===== src/rtl/life_tracker.sv =====
// Game-state controller: tracks lives, score and the post-hit grace window,
// and holds the registered over/win levels until the next start pulse.
module life_tracker #(
  parameter int LIVES        = 3,
  parameter int GRACE_CYCLES = 25000000,
  parameter int WIN_SCORE    = 10,
  parameter int SCORE_W      = 8
) (
  input  logic               clk,
  input  logic               rst_n,
  input  logic               start,
  input  logic               hit,
  input  logic               score_hit,
  output logic               over,
  output logic               win,
  output logic [2:0]         lives,
  output logic [SCORE_W-1:0] score,
  output logic               grace
);

  localparam int CNT_W = (GRACE_CYCLES > 1) ? $clog2(GRACE_CYCLES) : 1;
  localparam logic [2:0]         LIVES_INIT = 3'(LIVES);
  localparam logic [SCORE_W-1:0] WIN_VAL    = SCORE_W'(WIN_SCORE);
  localparam logic [CNT_W-1:0]   GRACE_LOAD = CNT_W'(GRACE_CYCLES - 1);

  typedef enum logic [2:0] {
    IDLE  = 3'd0,
    PLAY  = 3'd1,
    GRACE = 3'd2,
    LOST  = 3'd3,
    WON   = 3'd4
  } state_t;

  state_t             state, state_next;
  logic [CNT_W-1:0]   cnt, cnt_next;
  logic [2:0]         lives_next;
  logic [SCORE_W-1:0] score_next, score_inc;
  logic               over_next, win_next, grace_next;

  always_ff @(posedge clk or negedge rst_n) begin
    if (!rst_n) begin
      state <= IDLE;
      cnt   <= '0;
      lives <= LIVES_INIT;
      score <= '0;
      over  <= 1'b0;
      win   <= 1'b0;
      grace <= 1'b0;
    end else begin
      state <= state_next;
      cnt   <= cnt_next;
      lives <= lives_next;
      score <= score_next;
      over  <= over_next;
      win   <= win_next;
      grace <= grace_next;
    end
  end

  assign score_inc = score + 1'b1;

  // A hit is resolved before a simultaneous score_hit; reaching the win
  // score overrides entry into the grace window.
  always_comb begin
    state_next = state;
    cnt_next   = cnt;
    lives_next = lives;
    score_next = score;
    case (state)
      IDLE, LOST, WON: begin
        if (start) begin
          state_next = PLAY;
          cnt_next   = '0;
          lives_next = LIVES_INIT;
          score_next = '0;
        end
      end
      PLAY: begin
        if (hit && lives <= 3'd1) begin
          state_next = LOST;
          lives_next = 3'd0;
        end else begin
          if (hit) begin
            state_next = GRACE;
            lives_next = lives - 3'd1;
            cnt_next   = GRACE_LOAD;
          end
          if (score_hit) begin
            score_next = score_inc;
            if (score_inc == WIN_VAL) begin
              state_next = WON;
              cnt_next   = '0;
            end
          end
        end
      end
      GRACE: begin
        if (cnt == '0) begin
          state_next = PLAY;
        end else begin
          cnt_next = cnt - 1'b1;
        end
        if (score_hit) begin
          score_next = score_inc;
          if (score_inc == WIN_VAL) begin
            state_next = WON;
            cnt_next   = '0;
          end
        end
      end
      default: begin
        state_next = IDLE;
        cnt_next   = '0;
        lives_next = LIVES_INIT;
        score_next = '0;
      end
    endcase
  end

  // Level outputs follow the state being entered so they update on the same edge.
  always_comb begin
    over_next  = (state_next == LOST);
    win_next   = (state_next == WON);
    grace_next = (state_next == GRACE);
  end

endmodule


===== config.mk =====
export PLATFORM = sky130hd
export DESIGN_NAME = life_tracker
export DESIGN_NICKNAME = d
export VERILOG_FILES = /design/src/rtl/life_tracker.sv
export SDC_FILE = /design/constraint.sdc
export NUM_CORES = 1
export LEC_CHECK = 0
export CORE_ASPECT_RATIO = 1.1
export CORE_MARGIN = 2
export CORE_UTILIZATION = 40
export CTS_BUF_LIST = sky130_fd_sc_hd__clkbuf_16
export DETAILED_ROUTE_END_ITERATION = 6
export HOLD_SLACK_MARGIN = 0.15
export PLACE_DENSITY = 0.66
export SYNTH_ARGS = -nofsm -noshare
export SYNTH_HDL_FRONTEND = slang
export SYNTH_SLANG_ARGS = --single-unit

===== constraint.sdc =====
create_clock -name clk -period 6.5 [get_ports clk]
set_input_delay 1.95 -clock clk [delete_from_list [all_inputs] [get_ports clk]]
set_output_delay 1.95 -clock clk [all_outputs]
set_load 0.005 [all_outputs]

* After elaboration in Yosys (flattened, before gate mapping)
Index checks and enable logic that the tools add are counted.
** Cells by class
- Add/subtract/negate cells :: 3
- Eq/ne operators :: 11
- Reductions and logical operators :: 6
- Magnitude comparators :: 1
- Div/mod/pow operators :: 0
- Bitwise operators :: 1
- Multiplexer cells :: 26
- Shift operators :: 0
- Multiply operators :: 0
** Operators by type and width (count)
- 2-to-1 mux 25 bit :: 8
- case mux 25 bit (3 select lines) :: 1
- 2-to-1 mux 3 bit :: 11
- zero test 25 bit :: 1
- subtractor 25 x 1 -> 25 bit, second input constant :: 1
- 2-to-1 mux 8 bit :: 3
- case mux 8 bit (3 select lines) :: 1
- case mux 3 bit (3 select lines) :: 2
- == test 3 x 2 -> 1 bit, second input constant :: 4
- adder 8 x 1 -> 8 bit, second input constant :: 1
- == test 8 x 4 -> 1 bit, second input constant :: 1
- == test 3 bit, second input constant :: 2
- inequality test 2 bit, second input constant :: 2
- == test 3 x 1 -> 1 bit, second input constant :: 1
- <= comparator 3 x 1 -> 1 bit, second input constant :: 1
- zero test 3 bit :: 1
- inequality test 3 bit, second input constant :: 1
- AND reduction 3 bit :: 1
- OR reduction 3 bit :: 1
- subtractor 3 x 1 -> 3 bit, second input constant :: 1
- AND reduction 2 bit :: 1
- logical AND 1 bit :: 1
- NOT 1 bit :: 1
** Word-level totals
- Word-level logic and storage cells :: 55
- Bits in read-only memories :: 0
- Output and inout bits :: 14
- Bits in writable memories :: 0
- Memories kept :: 0
- Latch bits :: 0
- Register bits :: 42
- Input port bits :: 5

* Depth between registers and ports, before layout
- Depth after elaboration :: 7
- Gate-level depth with buffers :: 9
- Gate-level depth less buffers :: 8

* Worst setup path before layout
No wires, ideal clock.
- Kind :: input -> register
- Start :: in hit
- End :: reg cnt[3]
- Cell stages on the path :: 7
- Setup time :: 0.121 ns
- Arrival time :: 3.273 ns
- Path slack :: 3.106 ns
- Data required time :: 6.379 ns
- Cell sequence :: clkbuf_1 -> nor2b_1 -> nand2_1 -> o21ai_1 -> buf_2 -> nor2_1 -> a22o_1
** On the way
- Cells in the longest elaborated chain, start to end :: 5
- Elaborated cells on any way between the ends :: 8
- Those cells by class :: eq/ne (1); mux (5); reduce/logical (2)
** RTL lines
- start, declared :: line 12 : input logic hit,
- 2-to-1 mux 25 bit :: line 83 : if (hit) begin
- 2-to-1 mux 25 bit :: line 90 : if (score_inc == WIN_VAL) begin
- 2-to-1 mux 25 bit :: line 88 : if (score_hit) begin
- 2-to-1 mux 25 bit :: line 79 : if (hit && lives <= 3'd1) begin
- case mux 25 bit (3 select lines) :: line 69 : case (state)
- end signal, assigned :: line 51 : cnt <= cnt_next;
- end, declared :: line 35 : logic [CNT_W-1:0] cnt, cnt_next;
Several ways; a longest one is shown, not always the timed one. The select of a mux whose other input is x is not followed.
A chain may end at the register's enable or synchronous reset.

* Final worst setup path
- Start :: in hit
- End :: reg cnt[11]
The elaborated chain is that of the path after synthesis.

==> reports/metrics.cfg <==
[global_route]
antenna_found_initial=0
grt_max_degree=43
grt_pass1_wl_um=12800
grt_pass1_vias=2576
globalRouteOverflowTotal=0
track_usage_pct=20.0

[timing]
fin_ws_ps=2220
rsz0062_at_grt=false
hold_ws_ps=540
max_slew_margin_pct=35.5
finalCritPeriodShare_pct=65.9
worstMarginPinSlew_ps=968
hold_viol=0
setup_violations=0
max_freq_mhz=234
setup_tns_ps=0
fin_skew_ps=3.31
min_period_ps=4280
report.final.slew_viol_count=0

[synth]
yosysTopAreaCellShare_pct=35.1
seq_area_frac_synth_pct=37.0
synthTopCellsByArea=dfrtp_1, o21ai_0, nor2_1, nand2_1, a21oi_1
ys_types=65
ys_warn_count=0
synth_seq_cells=42
synth_area_per_cell_sq_um=8.48
syn_area_sq_um=2850
async_flop_share_pct=100
synthCells=336
synth-edff-count=0
synth_nets=347
yosysTopAreaCell=dfrtp_1
synth-main-ff-cell=dfrtp_1

[clocking]
post_cts_buffers=0
cts_buffer_depth=2
cts_root_buffer=clkbuf_16
ctsHoldBuffers=0
cts_resized=0
clock-sinks=42
htreeDepth=2
path_clk_slew_ps=60
clk_latency_ps=290
cts_made_buffers=5
cts_tree=done

[run_status]
status=finished, final reports clean

[finish]
area_delta_synth_final_pct=12.5
final_area_sq_um=3200
instances_no_fill=435
layout-drive-gt1-share_pct=7.43
nets=360
num_antenna_cells=0
final_util_pct=46.0

[floorplan]
rows=32
core_sq_um=6970
die_area_sq_um=7810
start_util_pct=40.9
die_height_um=92.5
die_w_um=84.5
io_pins=19

[min_path]
hold_class=register to register
hold_end=lives[0]$_DFFE_PN1P_
hold_start=lives[0]$_DFFE_PN1P_
hold_depth=2

[setup_path]
worst_r2r_path_depth=9
cp_max_fo=13
crit_arrival_ps=4430
rrSetupSlack_ps=3620
required_ps=6640
rr_endpoint=cnt[21]$_DFFE_PN0P_
startpoint_type=primary input
crit_path_end_kind=register
r2r-start=cnt[0]$_DFFE_PN0P_
criticalPathCategory=primary input to register

[drt]
routed_wl_um=7500
post_drt_wl_per_cell_um=17.2
viasPerCell=6.27
vias=2728
dr.pass1.iters=5
ant_nets=0
drc=0
dr.first_iter.drc_count=221

[pwr]
power.density_nw_per_um2=468
peakVddDrop_v=0.000192
total_power_mw=1.50
p_leak_nw=1.29

[place]
portBuffers=18
post-place-ws_ps=1970
dp.cells=427
placed_area_sq_um=3070
hpwl_um=5320
place.gp.congestion=0.921

[job]
drv_cap=0

## metal layers
metal / GRT usage (%) / part of all wire, % / up-vias
met3: 2.94 / 4.6 / 18
met2: 32.8 / 48 / 92
met5: 0 / 0 / -
li1: - / - / 1291
met4: 7.14 / 2.1 / 0
met1: 27.1 / 46 / 1327
## Yosys cell counts (5+ instances only)
cell type	count
nand2_1	29
nor2_1	31
nand3_1	14
dfrtp_1	40
a31oi_1	7
inv_1	16
nor3_1	14
o211ai_1	8
nor4_1	6
buf_2	8
a21oi_1	20
nand4_1	5
o31ai_1	7
o21ai_0	26
ha_1	6
## cells in the final DEF, fill, tap and decap left out, types with 4 or more instances in the layout
master / n
dfrtp_1: 40
nor2_1: 31
nand2_1: 29
o21ai_0: 26
a21oi_1: 20
inv_1: 17
clkdlybuf4s50_1: 17
nand3_1: 14
nor3_1: 14
o211ai_1: 8
a31oi_1: 7
o31ai_1: 7
nor4_1: 6
ha_1: 6
nand4_1: 5
clkbuf_16: 5
o21a_1: 4
o41ai_1: 4
or3_1: 4
o311ai_0: 4
o22ai_1: 4
a22o_1: 4
## sequential cells by signal, indices dropped and copies added (netlist names)
name	cells
over	1
win	1
score	8
cnt	25
lives	3
state	3
grace	1
## how the worst max path moves through the flow
stage,endpoint,startpoint,depth (start not counted)
2_1_floorplan,cnt[3]$_DFFE_PN0P_,hit,7
3_3_place_gp,cnt[11]$_DFFE_PN0P_,hit,8
3_5_place_dp,cnt[11]$_DFFE_PN0P_,hit,8
4_1_cts,cnt[11]$_DFFE_PN0P_,hit,8
5_1_grt,cnt[11]$_DFFE_PN0P_,hit,8
6_report,cnt[11]$_DFFE_PN0P_,hit,8
## power by group
group          leakage (nW)  internal, mW  switching [mW]
registers             0.555         0.343           0.101
clock network        0.0724         0.139           0.102
logic                 0.666         0.287           0.528
## cells by family after synthesis
| kind of cell | synth area share (%) |
|---|---|
| buffers and inverters | 5.10 |
| AND/OR/NAND/NOR | 24.0 |
| AO/OA/AOI/OAI | 29.3 |
| multiplexers | 0.352 |
| flip-flops | 37.0 |
| adder cells (fa/ha/maj) | 2.64 |
| XOR/XNOR | 1.54 |
## cell type report
type,instances,area [sq um]
clock buffers,5,125
clock inverters,3,12.5
fillers,687,3760
inverters,16,60.1
multi-input cells,263,1650
flip-flops and latches,42,1050
well taps,85,106
repair buffers,21,198
## worst max-delay path: stages
cell and delay (ps):
clkdlybuf4s50_1 650, nor2b_1 310, nand2_1 130, o21ai_1 580, buf_4 330, a211oi_2 110, a41oi_1 200, o311ai_0 150
Note: power is estimated with default switching activity, not from simulation.
